## src/rtl/kpg_prefix_adder_pipe.sv

```systemverilog
// Pipelined Kogge-Stone KPG prefix adder with add/subtract, signed overflow and a
// valid/ready handshake whose single advance enable stalls every rank together.
module kpg_prefix_adder_pipe #(
   parameter int WIDTH     = 64,
   parameter int REG_EVERY = 2
) (
   input  logic             clk,
   input  logic             rst,
   input  logic             in_valid,
   output logic             in_ready,
   input  logic [WIDTH-1:0] a,
   input  logic [WIDTH-1:0] b,
   input  logic             cin,
   input  logic             sub,
   output logic             out_valid,
   input  logic             out_ready,
   output logic [WIDTH-1:0] sum,
   output logic             cout,
   output logic             ovf
);

   localparam int LEVELS  = $clog2(WIDTH);
   localparam int NGROUPS = (LEVELS + REG_EVERY - 1) / REG_EVERY;
   localparam int VW      = 2 * (WIDTH + 1);

   localparam logic [1:0] KPG_K = 2'b00;
   localparam logic [1:0] KPG_P = 2'b01;
   localparam logic [1:0] KPG_G = 2'b10;

   function automatic logic [1:0] kpg_combine(input logic [1:0] x, input logic [1:0] y);
      return (x == KPG_P) ? y : x;
   endfunction

   function automatic int group_last_level(input int g);
      int l;
      l = (g + 1) * REG_EVERY;
      if (l > LEVELS) l = LEVELS;
      return l - 1;
   endfunction

   logic             en;
   logic [WIDTH-1:0] b_eff;
   logic [VW-1:0]    kpg_in;

   logic [VW-1:0]    rank_kpg [NGROUPS];
   logic [WIDTH-1:0] rank_a   [NGROUPS];
   logic [WIDTH-1:0] rank_bp  [NGROUPS];
   logic [NGROUPS-1:0] rank_valid;

   logic [VW-1:0]    grp_out [NGROUPS];
   logic [VW-1:0]    pfx_cur;
   logic [VW-1:0]    pfx_nxt;

   logic [VW-1:0]    fin;
   logic [WIDTH-1:0] carry;
   logic [WIDTH-1:0] sum_d;
   logic             cout_d;
   logic             ovf_d;

   logic [WIDTH-1:0] sum_q;
   logic             cout_q;
   logic             ovf_q;
   logic             out_valid_q;

   assign en        = out_ready | ~out_valid_q;
   assign in_ready  = en;
   assign out_valid = out_valid_q;
   assign sum       = sum_q;
   assign cout      = cout_q;
   assign ovf       = ovf_q;

   // Entry 0 of the vector is the carry-in; entry i+1 encodes operand bit i.
   always_comb begin
      b_eff = sub ? ~b : b;
      kpg_in = '0;
      kpg_in[1:0] = (sub | cin) ? KPG_G : KPG_K;
      for (int i = 0; i < WIDTH; i++)
         kpg_in[2*(i+1) +: 2] = {a[i] & b_eff[i], a[i] ^ b_eff[i]};
   end

   // Walk the span-doubling levels, reloading from the register rank that opens each group.
   always_comb begin
      for (int g = 0; g < NGROUPS; g++) grp_out[g] = '0;
      pfx_cur = '0;
      pfx_nxt = '0;
      for (int j = 0; j < LEVELS; j++) begin
         if (j % REG_EVERY == 0) pfx_cur = rank_kpg[j / REG_EVERY];
         pfx_nxt = pfx_cur;
         for (int i = (1 << j); i <= WIDTH; i++)
            pfx_nxt[2*i +: 2] = kpg_combine(pfx_cur[2*i +: 2], pfx_cur[2*(i - (1 << j)) +: 2]);
         pfx_cur = pfx_nxt;
         if (j == group_last_level(j / REG_EVERY)) grp_out[j / REG_EVERY] = pfx_nxt;
      end
   end

   // log2(WIDTH) levels leave entry WIDTH spanning bits 1..WIDTH only, so fold in entry 0 for cout.
   always_comb begin
      fin   = grp_out[NGROUPS-1];
      carry = '0;
      for (int i = 0; i < WIDTH; i++) carry[i] = (fin[2*i +: 2] == KPG_G);
      sum_d  = rank_a[NGROUPS-1] ^ rank_bp[NGROUPS-1] ^ carry;
      cout_d = (kpg_combine(fin[2*WIDTH +: 2], fin[1:0]) == KPG_G);
      ovf_d  = carry[WIDTH-1] ^ cout_d;
   end

   // Every rank advances together on en; a held output also freezes the bubbles behind it.
   always_ff @(posedge clk or posedge rst) begin
      if (rst) begin
         for (int g = 0; g < NGROUPS; g++) begin
            rank_kpg[g] <= '0;
            rank_a[g]   <= '0;
            rank_bp[g]  <= '0;
         end
         rank_valid  <= '0;
         sum_q       <= '0;
         cout_q      <= 1'b0;
         ovf_q       <= 1'b0;
         out_valid_q <= 1'b0;
      end else if (en) begin
         rank_kpg[0]   <= kpg_in;
         rank_a[0]     <= a;
         rank_bp[0]    <= b_eff;
         rank_valid[0] <= in_valid & in_ready;
         for (int g = 1; g < NGROUPS; g++) begin
            rank_kpg[g]   <= grp_out[g-1];
            rank_a[g]     <= rank_a[g-1];
            rank_bp[g]    <= rank_bp[g-1];
            rank_valid[g] <= rank_valid[g-1];
         end
         sum_q       <= sum_d;
         cout_q      <= cout_d;
         ovf_q       <= ovf_d;
         out_valid_q <= rank_valid[NGROUPS-1];
      end
   end

endmodule

```

## config.mk

```make
export PLATFORM = sky130hd
export DESIGN_NAME = kpg_prefix_adder_pipe
export DESIGN_NICKNAME = d
export VERILOG_FILES = /design/src/rtl/kpg_prefix_adder_pipe.sv
export SDC_FILE = /design/constraint.sdc
export NUM_CORES = 2
export LEC_CHECK = 0
export ABC_CLOCK_PERIOD_IN_PS = 59100
export CORE_MARGIN = 5
export CORE_UTILIZATION = 35
export DETAILED_ROUTE_END_ITERATION = 6
export GPL_ROUTABILITY_DRIVEN = 0
export GPL_TIMING_DRIVEN = 0
export PLACE_DENSITY = 0.57
export SLEW_MARGIN = 0
export SYNTH_ARGS = -nofsm -noshare
export SYNTH_HDL_FRONTEND = slang
export SYNTH_SLANG_ARGS = --single-unit
```

## constraint.sdc

```tcl
create_clock -name clk -period 59.1 [get_ports clk]
set_input_delay 11.82 -clock clk [delete_from_list [all_inputs] [get_ports clk]]
set_output_delay 11.82 -clock clk [all_outputs]
set_load 0.01 [all_outputs]
```

== Word level (Yosys, flattened, before mapping) ==
Cells that the tools add are included.
Operators by class
  bitwise logic cells: 136
  eq/ne operators: 393
  muxes and demuxes: 330
Operator list (number)
  two-way mux 2 bit: 329
  == test 2 x 1 -> 1 bit, second input constant: 328
  == test 2 bit, second input constant: 65
  bitwise XOR 64 bit: 2
  bitwise AND 1 bit: 65
  bitwise XOR 1 bit: 65
  two-way mux 64 bit: 1
  NOT 64 bit: 1
  OR 1 bit: 2
  NOT 1 bit: 1
Word-level totals
  output and inout bits: 68
  input port bits: 134
  word-level logic and storage cells: 873
  bits in registers: 844

== Longest topological paths before layout ==
  word-level depth: 8
  depth in mapped cells: 7
  mapped depth without buffers: 5

== Least setup slack after synthesis ==
OpenSTA, ideal clock, no wires.
  path kind: input to output
  start point: input out_ready
  end point: output in_ready
  buffers on the path: 3
  slack: 34707 ps
  required time: 47280 ps
  cell stages on the path: 5
  arrival time: 12573 ps
  cells stage by stage: nor2b_1 > buf_2 > inv_2 > buf_2 > buf_1
On the way
  cells in the longest elaborated chain, start to end: 1
RTL lines
  start, declared: RTL line 16  | input logic out_ready,
  OR 1 bit: RTL line 65  | assign en = out_ready | ~out_valid_q;
  end, declared: RTL line 10  | output logic in_ready,
No other way between the ends.

== Worst setup path in the final report ==
Same ends and word-level chain as after synthesis.

==> results.py <==
metrics = {
    "timing": {
        "rsz0062_at_grt": "false",
        "maxSlewViolCount": 0,
        "tns_ps": 0,
        "whs_ps": 456,
        "worst_slew_pin_slew_ps": 1410,
        "max_slew_margin_pct": 5.84,
        "finalSetupViolCount": 0,
        "layout_setup_ws_ps": 32980,
        "hold_violations": 0,
        "max_freq_ghz": 0.0383,
        "finalCritPeriodShare_pct": 44.2,
        "finClkSkew_ps": 29.2,
        "fin_crit_ps": 26120,
    },
    "power": {
        "total_power_mw": 2.47,
        "ir_worst_vdd_v": 0.0000239,
        "power.leakage_nw": 21.0,
        "p_per_area_nw_per_um2": 55.7,
    },
    "finish": {
        "syn_to_final_growth_pct": 19.3,
        "num-nets-final": 4490,
        "final_common_cell": "nand2_1",
        "layout_common_cells": "nand2_1 (1437), dfrtp_1 (841), nor2_1 (267)",
        "layout-drive-gt1-share_pct": 5.98,
    },
    "clocking": {
        "hold_buffers": 0,
        "post-cts-setup-buffers": 0,
        "clkTransAtPathRegs_ps": 60,
        "cts_resized": 0,
        "clock_sinks": 841,
        "clk_latency_ps": 660,
        "h-tree-depth": 3,
        "tritoncts": "yes",
        "clockRootBuffer": "clkbuf_16",
        "clockBufferDepth": 3,
        "cts_buffers": 88,
    },
    "route": {
        "m1WireLength_mm": 51.7,
        "drc": 0,
        "avgRoutedWirePerCell_um": 20.2,
        "first_pass_iters": 5,
        "top_layer": "met4",
        "drt_iter0_markers": 2287,
        "route.met3.wl_mm": 6.06,
        "vias_per_cell": 4.99,
        "routed_wl_mm": 117,
        "drt.antenna.violating_nets": 0,
        "wl_met2_mm": 55.1,
        "dr_total_vias": 28800,
    },
    "die": {
        "ioPinCount": 202,
        "start_util_pct": 35.2,
        "core_area_sq_um": 105000,
        "die_width_um": 336,
        "die_area_sq_um": 113000,
        "die_h_um": 336,
        "rows": 119,
    },
    "synthesis": {
        "syn-mean-instance-area_sq_um": 9.29,
        "syn_area_sq_um": 37100,
        "synthTopCellsByArea": "dfrtp_1 (57%), nand2_1 (15%), a21oi_1 (3.5%), o21ai_0 (2.8%), nor2_1 (2.7%)",
        "syn-instance-count": 3994,
        "synth.top_cell.area_share_pct": 56.7,
        "synth_nets": 4192,
        "seq_area_frac_synth_pct": 56.7,
        "ys_ff_latch": 841,
        "synth_largest_area_cell": "dfrtp_1",
        "synth_cell_types": 33,
        "yosysWarnings": 0,
    },
    "global_routing": {
        "grt_max_degree": 129,
        "antenna_found_initial": 13,
        "gr-total-overflow": 0,
        "grt_pass1_wl_mm": 177,
        "grt_pass1_vias": 28500,
        "grtUsageTotal_pct": 20.5,
    },
    "placement": {
        "dp_hpwl_mm": 87.5,
        "portBuffers": 200,
        "post-place-ws_ps": 32940,
    },
    "hold_path": {
        "holdCritPathClass": "reg -> reg",
        "min_to": "rank_bp[108]",
        "min_delay_path_depth": 2,
        "min_from": "rank_bp[172]",
    },
    "setup_path": {
        "rr_endpoint": "rank_a[162]",
        "rr_startpoint": "out_valid",
        "cp.arrival_ps": 14300,
        "ff2ff_path_depth": 7,
        "cp-end-kind": "output port",
        "worstSetupStartpointType": "primary input",
        "critPathKind": "in -> out",
        "required_ps": 47280,
        "cp_max_fo": 10,
        "reg2reg_slack_ps": 56390,
    },
    "outcome": {
        "status": "finished clean",
    },
    "flow_run": {
        "maxCapViolCount": 0,
    },
}
## state kept, by name, indices dropped and copies added (netlist names)
| register | count |
|---|---|
| cout | 1 |
| grp_out | 8 |
| rank_valid | 3 |
| rank_a | 192 |
| rank_kpg | 348 |
| sum | 64 |
| rank_bp | 192 |
| fin | 31 |
| ovf | 1 |
| out_valid | 1 |
## cell type report
type | count | area (sq um)
buffer | 193 | 825
antenna | 10 | 25.0
tap | 1391 | 1740
inverter | 48 | 188
fill | 10500 | 61000
multi-input combinational | 2912 | 15000
sequential | 841 | 21000
clock inverter | 32 | 473
timing repair buffer | 208 | 2210
clock buffer | 130 | 2700
## critical path, stage by stage
cell and delay [ps]:
clkdlybuf4s50_1 460, nor2b_1 70, buf_2 200, inv_2 130
buf_2 530, buf_1 450, clkdlybuf4s50_1 630
## through the flow
stage,utilization [%],cells,instance area (sq um)
after floorplan,-,3994,37100
after global placement,38.8,5585,40800
after detailed placement,39.0,5592,41000
after CTS,42.0,5754,44200
after global routing,42.0,5761,44200
final,42.0,5765,44200
## worst max-delay path by stage
| stage | cells after the start | from | end | slack [ps] |
|---|---|---|---|---|
| final | 7 | out_ready | in_ready | 32980 |
| after global routing | 7 | out_ready | in_ready | 32850 |
| after CTS | 7 | out_ready | in_ready | 32930 |
| after detailed placement | 7 | out_ready | in_ready | 32940 |
| after global placement | 2 | rst | rank_a[165] | 12860 |
| after floorplan | 1 | rst | cout | 23650 |
## report_power, final
group / internal [mW] / switching [mW]
combinational: 0.330 / 0.528
sequential: 0.814 / 0.188
clock: 0.368 / 0.238
## synth_stat cells
cell,count
a211oi_1,76
a21o_1,76
a21oi_1,261
a21oi_2,2
a221oi_1,1
a311oi_1,1
a31oi_1,6
and2_1,1
and4bb_1,10
and4bb_2,6
buf_1,42
buf_2,80
clkbuf_1,71
dfrtp_1,841
ha_1,64
inv_1,47
inv_2,1
nand2_1,1437
nand2b_1,47
nand3b_1,1
nor2_1,267
nor2b_1,8
nor4bb_1,14
o211ai_1,111
o21a_1,99
o21ai_0,208
o21ai_1,1
o221ai_1,1
o31ai_1,5
o41ai_2,14
o41ai_4,1
xnor2_1,96
xor2_1,98
## cell families (layout without fill, tap and decap cells)
family	Yosys count	after routing	synth area share, %
simple gates	1791	1791	19.1
compound gates	863	863	14.7
flops	841	841	56.7
buf+inv	241	611	2.71
xor+xnor	194	194	4.58
fa+ha+maj	64	64	2.16
other cells	0	10	0
## per-layer routing
metal | up-vias | GRT usage, %
met5 | - | 0
met4 | 0 | 7.34
met3 | 169 | 3.73
met2 | 677 | 33.5
met1 | 14100 | 27.4
li1 | 13800 | -
Power figures use the tool's default switching activity.
